==> src/rtl/pipe_ctrl.sv <==
// rtl/pipe_ctrl.sv - pipeline stall controller for multi-cycle EX ops and load-use bubbles
//
// Purpose:
//   Sequences multi-cycle EX-stage operations (madd/msub, div) through an
//   IDLE -> MULTI -> DONE state machine. Drives a per-stage hold vector so
//   upstream pipeline registers hold while the downstream register takes a
//   bubble. Also forwards ID load-use stall requests.
//
// Ports:
//   clk          clock
//   rst          synchronous reset, active-high
//   stallreq_id  ID load-use hazard request
//   ex_start     EX holds the first cycle of a multi-cycle op
//   ex_kind      00 none, 01 madd/msub, 10 div, 11 reserved (treated as none)
//   stall[5:0]   hold per stage: bit0 PC, bit1 IF, bit2 ID, bit3 EX, bit4 MEM, bit5 WB
//   ex_done      one-cycle pulse, EX result valid (state DONE)
//   busy         multi-cycle op in progress (state MULTI)
//   cnt          remaining-cycle counter (debug)
//
// Optional feature macro PIPE_CTRL_FLUSH_EN adds:
//   flush_req    exception/eret flush request from MEM, highest priority
//   flush        registered one-cycle pulse after flush_req is sampled

module pipe_ctrl #(
  parameter int MADD_CYCLES = 2,
  parameter int DIV_CYCLES  = 34,
  parameter int CNT_W       = 6
) (
  input  logic             clk,
  input  logic             rst,
  input  logic             stallreq_id,
  input  logic             ex_start,
  input  logic [1:0]       ex_kind,
`ifdef PIPE_CTRL_FLUSH_EN
  input  logic             flush_req,
  output logic             flush,
`endif
  output logic [5:0]       stall,
  output logic             ex_done,
  output logic             busy,
  output logic [CNT_W-1:0] cnt
);

  typedef enum logic [1:0] {
    IDLE  = 2'b00,
    MULTI = 2'b01,
    DONE  = 2'b10
  } state_t;

  // Counter load values: the launching cycle itself counts as one stalled
  // cycle, so MULTI runs for N-1 cycles.
  localparam logic [CNT_W-1:0] MADD_LOAD = CNT_W'(MADD_CYCLES - 1);
  localparam logic [CNT_W-1:0] DIV_LOAD  = CNT_W'(DIV_CYCLES - 1);
  localparam logic [CNT_W-1:0] CNT_ONE   = CNT_W'(1);

  localparam logic [5:0] STALL_EX  = 6'b001111;
  localparam logic [5:0] STALL_LU  = 6'b000111;
  localparam logic [5:0] STALL_NONE = 6'b000000;

  state_t state;

  logic start_valid;
  logic flush_now;

  assign start_valid = ex_start && ((ex_kind == 2'b01) || (ex_kind == 2'b10));

`ifdef PIPE_CTRL_FLUSH_EN
  assign flush_now = flush_req;
`else
  assign flush_now = 1'b0;
`endif

  // Same-cycle stall vector. The EX stall covers any load-use request.
  // Reset and flush both force the pipeline free so nothing latches stale holds.
  always_comb begin
    stall = STALL_NONE;
    if (rst || flush_now) begin
      stall = STALL_NONE;
    end else if (((state == IDLE) && start_valid) || (state == MULTI)) begin
      stall = STALL_EX;
    end else if (stallreq_id) begin
      stall = STALL_LU;
    end
  end

  // State machine with registered Moore outputs (busy/ex_done follow the
  // state being entered, so they line up exactly with the state register).
  always_ff @(posedge clk) begin
    if (rst) begin
      state   <= IDLE;
      cnt     <= '0;
      ex_done <= 1'b0;
      busy    <= 1'b0;
`ifdef PIPE_CTRL_FLUSH_EN
      flush   <= 1'b0;
`endif
    end else if (flush_now) begin
      // Aborted op: drop straight to IDLE without a done pulse.
      state   <= IDLE;
      cnt     <= '0;
      ex_done <= 1'b0;
      busy    <= 1'b0;
`ifdef PIPE_CTRL_FLUSH_EN
      flush   <= 1'b1;
`endif
    end else begin
`ifdef PIPE_CTRL_FLUSH_EN
      flush   <= 1'b0;
`endif
      case (state)
        IDLE: begin
          ex_done <= 1'b0;
          if (start_valid) begin
            state <= MULTI;
            busy  <= 1'b1;
            // ex_kind is only looked at here; later changes are irrelevant.
            cnt   <= (ex_kind == 2'b10) ? DIV_LOAD : MADD_LOAD;
          end else begin
            busy  <= 1'b0;
          end
        end
        MULTI: begin
          // ex_start is ignored: EX is still holding the launching op.
          if (cnt == CNT_ONE) begin
            state   <= DONE;
            busy    <= 1'b0;
            ex_done <= 1'b1;
          end else begin
            cnt     <= cnt - CNT_ONE;
          end
        end
        DONE: begin
          state   <= IDLE;
          cnt     <= '0;
          ex_done <= 1'b0;
          busy    <= 1'b0;
        end
        default: begin
          state   <= IDLE;
          cnt     <= '0;
          ex_done <= 1'b0;
          busy    <= 1'b0;
        end
      endcase
    end
  end

endmodule

==> config.mk <==
export PLATFORM = sky130hd
export DESIGN_NAME = pipe_ctrl
export DESIGN_NICKNAME = d
export VERILOG_FILES = /design/src/rtl/pipe_ctrl.sv
export SDC_FILE = /design/constraint.sdc
export NUM_CORES = 1
export LEC_CHECK = 0
export ABC_AREA = 1
export BUFFER_PORTS_ARGS = -buffer_cell sky130_fd_sc_hd__buf_2
export CAP_MARGIN = 25
export CORE_MARGIN = 3
export CORE_UTILIZATION = 49
export CTS_BUF_LIST = sky130_fd_sc_hd__clkbuf_4 sky130_fd_sc_hd__clkbuf_8 sky130_fd_sc_hd__clkbuf_16
export DETAILED_ROUTE_END_ITERATION = 10
export GPL_ROUTABILITY_DRIVEN = 0
export PLACE_DENSITY = 0.74
export RECOVER_POWER = 100
export SLEW_MARGIN = 40
export SYNTH_ARGS = -nofsm -noshare
export SYNTH_HDL_FRONTEND = slang
export SYNTH_SLANG_ARGS = --single-unit
==> constraint.sdc <==
create_clock -name clk -period 1.5 [get_ports clk]
set_input_delay 0 -clock clk [delete_from_list [all_inputs] [get_ports clk]]
set_output_delay 0 -clock clk [all_outputs]
set_load 0.01 [all_outputs]
==> Word-level counts from Yosys, hierarchy flattened <==
Index checks and enable logic that the tools add are counted.
{ "totals": {"regBits": 10, "input_bits": 6, "word_cells": 34} }
{ "op_classes": {"add_sub_neg": 1, "eq_ne": 7, "n_mux": 13, "bitwise": 1, "n_reduce_logical": 8} }
{ "op_table": {"columns": ["cell", "count"], "rows": [
  ["two-way mux 6 bit", 5],
  ["case mux 6 bit (2 select lines)", 1],
  ["== test 6 x 1 -> 1 bit, second input constant", 1],
  ["subtractor 6 x 1 -> 6 bit, second input constant", 1],
  ["== test 2 x 1 -> 1 bit, second input constant", 2],
  ["two-way mux 2 bit", 2],
  ["!= test 2 bit, second input constant", 2],
  ["case mux 2 bit (2 select lines)", 1],
  ["AND reduction 2 bit", 2],
  ["two-way mux 3 bit", 1],
  ["== test 2 bit, second input constant", 1],
  ["logical AND 1 bit", 2],
  ["zero test 2 bit", 1],
  ["logical OR 1 bit", 2],
  ["two-way mux 1 bit", 2],
  ["!= test 2 x 1 -> 1 bit, second input constant", 1],
  ["case mux 1 bit (2 select lines)", 1],
  ["OR reduction 2 bit", 1],
  ["NOT 1 bit", 1]
]} }

==> Depth between registers and ports, before layout <==
{ "depth": {"word_depth": 7, "ltp_mapped": 9} }

==> Worst setup path after synthesis <==
No wires, ideal clock.
{ "synth_timing": {"path_type": "reg2reg", "start": "reg cnt[1]", "end": "reg cnt[1]", "arrival_ps": 1212, "path_slack_ps": 222, "stages_incl_launch_ff": 7, "path_buffers": 0, "synth_period_minus_slack_ps": 1278, "path_cell_list": "dfxtp_1 inv_1 ha_1 nand3_4 nand2_1 or2_1 a21oi_2"} }
{ "synth_via": {"elab_chain_cells": 3, "elab_cells_between_ends": 6, "cone_classes": "add/sub (1); eq/ne (2); mux (2); reduce/logical (1)"} }
{ "synth_lines": {"columns": ["item", "line", "source"], "rows": [
  ["start: declaration", "41", "output logic [CNT_W-1:0] cnt"],
  ["start signal: assignment", "117", "cnt <= (ex_kind == 2'b10) ? DIV_LOAD : MADD_LOAD;"],
  ["start signal: assignment", "129", "cnt <= cnt - CNT_ONE;"],
  ["subtractor 6 x 1 -> 6 bit or == test 6 x 1 -> 1 bit (tied branches)", "129, 124", null],
  ["two-way mux 6 bit or != test 2 bit (tied branches)", null, null],
  ["case mux 6 bit (2 select lines) or AND reduction 2 bit (tied branches)", null, null]
]} }
Several ways; a longest one is shown, not always the timed one. The select of a mux whose other input is x is not followed.
A chain may end at the register's enable or synchronous reset.

==> Worst setup path after layout <==
{ "layout_timing": {"start": "reg state[0]", "end": "out stall[0]"} }
{ "layout_via": {"elab_chain_cells": 5, "elab_cells_between_ends": 6, "cone_classes": "eq/ne (1); mux (2); reduce/logical (3)"} }
{ "layout_lines": {"columns": ["item", "line", "source"], "rows": [
  ["start: declaration", "60", "state_t state;"],
  ["start signal: assignment", "90", "state <= IDLE;"],
  ["start signal: assignment", "99", "state <= IDLE;"],
  ["start signal: assignment", "114", "state <= MULTI;"],
  ["zero test 2 bit", "79", "end else if (((state == IDLE) && start_valid) || (state == MULTI)) begin"],
  ["logical AND 1 bit", "79", null],
  ["logical OR 1 bit *", "79", null],
  ["two-way mux 6 bit *", "79", null],
  ["two-way mux 6 bit *", "77", "if (rst || flush_now) begin"],
  ["end: declaration", "38", "output logic [5:0] stall,"]
]} }
Every way passes the cells marked *; elsewhere a longest branch is shown, timed or not.

==> results.sh <==
export IMPL_swShare_pct=38.4
export IMPL_synth_ff_type="dfxtp_1"
export IMPL_area_growth_pct=10.6
export IMPL_grt_pass1_wl_mm=2.33
export IMPL_pre_cts_slack_ps=208
export IMPL_crit_path_start_kind="flip-flop"
export IMPL_p_sw_mw=0.304
export IMPL_syn_avg_cell_area_sq_um=7.41
export IMPL_fin_skew_ps=7.31
export IMPL_rr_worst_depth=5
export IMPL_outcome="finished clean"
export IMPL_viasPerCell=5.07
export IMPL_wl_per_cell_um=11.5
export IMPL_instances_no_fill=121
export IMPL_min_period_ps=1350
export IMPL_worst_r2r_setup_slack_ps=160
export IMPL_path_clk_slew_ps=70
export IMPL_vias=613
export IMPL_cts_made_buffers=3
export IMPL_finalHoldViolCount=0
export IMPL_synth_area_sq_um=674
export IMPL_hold_start="rst"
export IMPL_die_h_um=43.1
export IMPL_arrival_ps=1350
export IMPL_grt_overflow_total=0
export IMPL_num_antenna_cells=0
export IMPL_power_frac_comb_pct=36.0
export IMPL_antenna_found_initial=0
export IMPL_async_flop_share_pct=0
export IMPL_hold_slack_ps=32.0
export IMPL_p_clk_share_pct=23.4
export IMPL_hold_buffers=0
export IMPL_portBuffers=17
export IMPL_cellPowerDensity_mw_per_mm2=1060
export IMPL_finalPower_mw=0.792
export IMPL_synthDistinctLibCells=26
export IMPL_post_route_period_util_pct=90.1
export IMPL_power_frac_seq_pct=40.6
export IMPL_io_pins=20
export IMPL_first_global_vias=558
export IMPL_fin_nets=118
export IMPL_cp_required_ps=1500
export IMPL_min_to="cnt[4]$_SDFFE_PP0P_"
export IMPL_min_path_cells=2
export IMPL_wl_mm=1.39
export IMPL_synth_cells=91
export IMPL_synth_common_cells="19 x nand2_1, 10 x dfxtp_1, 9 x inv_1"
export IMPL_grt_max_degree=10
export IMPL_start_util_pct=56.1
export IMPL_fin_util_pct=62.1
export IMPL_clockBufferDepth=2
export IMPL_synth_edf_count=0
export IMPL_num_rows=12
export IMPL_synth_top_area_cell="dfxtp_1"
export IMPL_yosysTopAreaCellShare_pct=29.7
export IMPL_htree_levels=1
export IMPL_rr_endpoint="cnt[1]$_SDFFE_PP0P_"
export IMPL_fin_setup_tns_ps=0
export IMPL_setup_slack_ps=149
export IMPL_yosysSeqAreaShare_pct=29.7
export IMPL_core_area_sq_mm=0.00120
export IMPL_place_inst=118
export IMPL_maxCapViolCount=0
export IMPL_cts_num_sinks=10
export IMPL_dieArea_sq_mm=0.00186
export IMPL_leakage_nw=0.331
export IMPL_cts_root_buf="clkbuf_4"
export IMPL_reg2reg_from="cnt[0]$_SDFFE_PP0P_"
export IMPL_postRouteAntennaNets=0
export IMPL_postLayoutCellArea_sq_um=746
export IMPL_ys_warnings_count=0
export IMPL_fillers=134
export IMPL_grt_usage_pct=16.9
export IMPL_setup_violations=0
export IMPL_synth_area_leaders="dfxtp_1 30%, nand2_1 11%, ha_1 5.6%, inv_1 5.0%, nand3_1 4.5%"
export IMPL_ir_worst_vdd_mv=0.542
export IMPL_remaining_drc_errors=0
export IMPL_fmax_mhz=740
export IMPL_yosysMostFrequentCell="nand2_1"
export IMPL_place_area_sq_um=746
export IMPL_critPathMaxFanout=7
export IMPL_drtPass1Iterations=4
export IMPL_cp_end_kind="primary output"
export IMPL_ys_ff_latch=10
export IMPL_clk_insertion_delay_late_ps=270
export IMPL_cts_tree="yes"
export IMPL_hpwl_mm=1.09
export IMPL_dieWidth_um=43.1
export IMPL_hold_path_class="primary input to flip-flop"
export IMPL_drt_initial_drc_count=12
export IMPL_intPower_mw=0.488
export IMPL_criticalPathCategory="flip-flop to primary output"
export IMPL_rsz0062_at_grt="no"
export IMPL_drive_above_1_share_pct=26.2
export IMPL_slew_violations=0
export IMPL_post_cts_buffers=0
==> routing by layer <==
metal  track usage [%]  wire length, um
met4              5.42                8
met1              18.4              595
met3              8.05               87
met5                 0                0
met2              28.3              701
==> repair_timing <==
| action | in CTS | in global routing |
|---|---|---|
| endpoints found under the hold margin | 0 | 0 |
| endpoints found under the setup margin | 0 | 3 |
| gates resized for setup | 0 | 3 |
==> power by group through the flow <==
stage | Clock (mW) | Combinational [mW] | Sequential [mW]
3_3_place_gp | 0 | 0.297 | 0.324
4_1_cts | 0.195 | 0.306 | 0.319
2_1_floorplan | 0 | 0.232 | 0.331
3_5_place_dp | 0 | 0.305 | 0.325
5_1_grt | 0.204 | 0.322 | 0.325
6_report | 0.185 | 0.285 | 0.321
==> cells in the final DEF, fill, tap and decap left out, types with 2 or more instances in the layout <==
cell       n
nand2_1   20
clkbuf_1  10
inv_1      9
nor2_1     8
dfxtp_1    8
buf_2      7
nand3_1    6
a21oi_1    5
inv_2      4
nor2_2     3
nand4_1    3
a21oi_2    3
ha_1       3
clkbuf_4   3
nor2_4     2
conb_1     2
dfxtp_2    2
==> critical path, cell delays in order, from the launching register on <==
cell and delay, ps:
dfxtp_2 370, inv_2 70, nor2_8 130, nand2_1 130
o21ai_2 90, a21o_1 130, clkbuf_1 170
==> sequential cells by signal, summed over array words and instances (netlist names) <==
| signal | cells |
|---|---|
| busy | 1 |
| cnt | 6 |
| ex_done | 1 |
| state | 2 |
==> final cells by class <==
cell class / instances / area [sq um] / area share, %
tap: 14 / 17.5 / 2.35
timing repair buffer: 17 / 72.6 / 9.73
clock buffer: 3 / 22.5 / 3.02
inverter: 13 / 48.8 / 6.54
multi-input combinational: 64 / 382 / 51.2
sequential: 10 / 203 / 27.2
==> worst max path at each step <==
stage                     cells after the start                  start             endpoint  slack, ps
after floorplan                               6    cnt[1]$_SDFFE_PP0P_  cnt[1]$_SDFFE_PP0P_        220
after global placement                        6    cnt[1]$_SDFFE_PP0P_  cnt[1]$_SDFFE_PP0P_        210
after detailed placement                      6    cnt[1]$_SDFFE_PP0P_  cnt[1]$_SDFFE_PP0P_        210
after CTS                                     5  state[1]$_SDFFE_PP0P_             stall[0]         60
after global routing                          6  state[0]$_SDFFE_PP0P_             stall[0]         30
final                                         6  state[0]$_SDFFE_PP0P_             stall[0]        150
==> cell families after synthesis <==
family                     after synthesis  share of synthesized area [%]
adders and majority gates                3                           5.57
xor gates and xnor gates                 1                           1.30
DFF                                     10                           29.7
AOI/OAI and AO/OA                       11                           10.8
buffers and inverters                   18                           12.4
other                                    1                          0.556
and+or+nand+nor                         47                           39.7
Note: power is estimated with default switching activity, not from simulation.
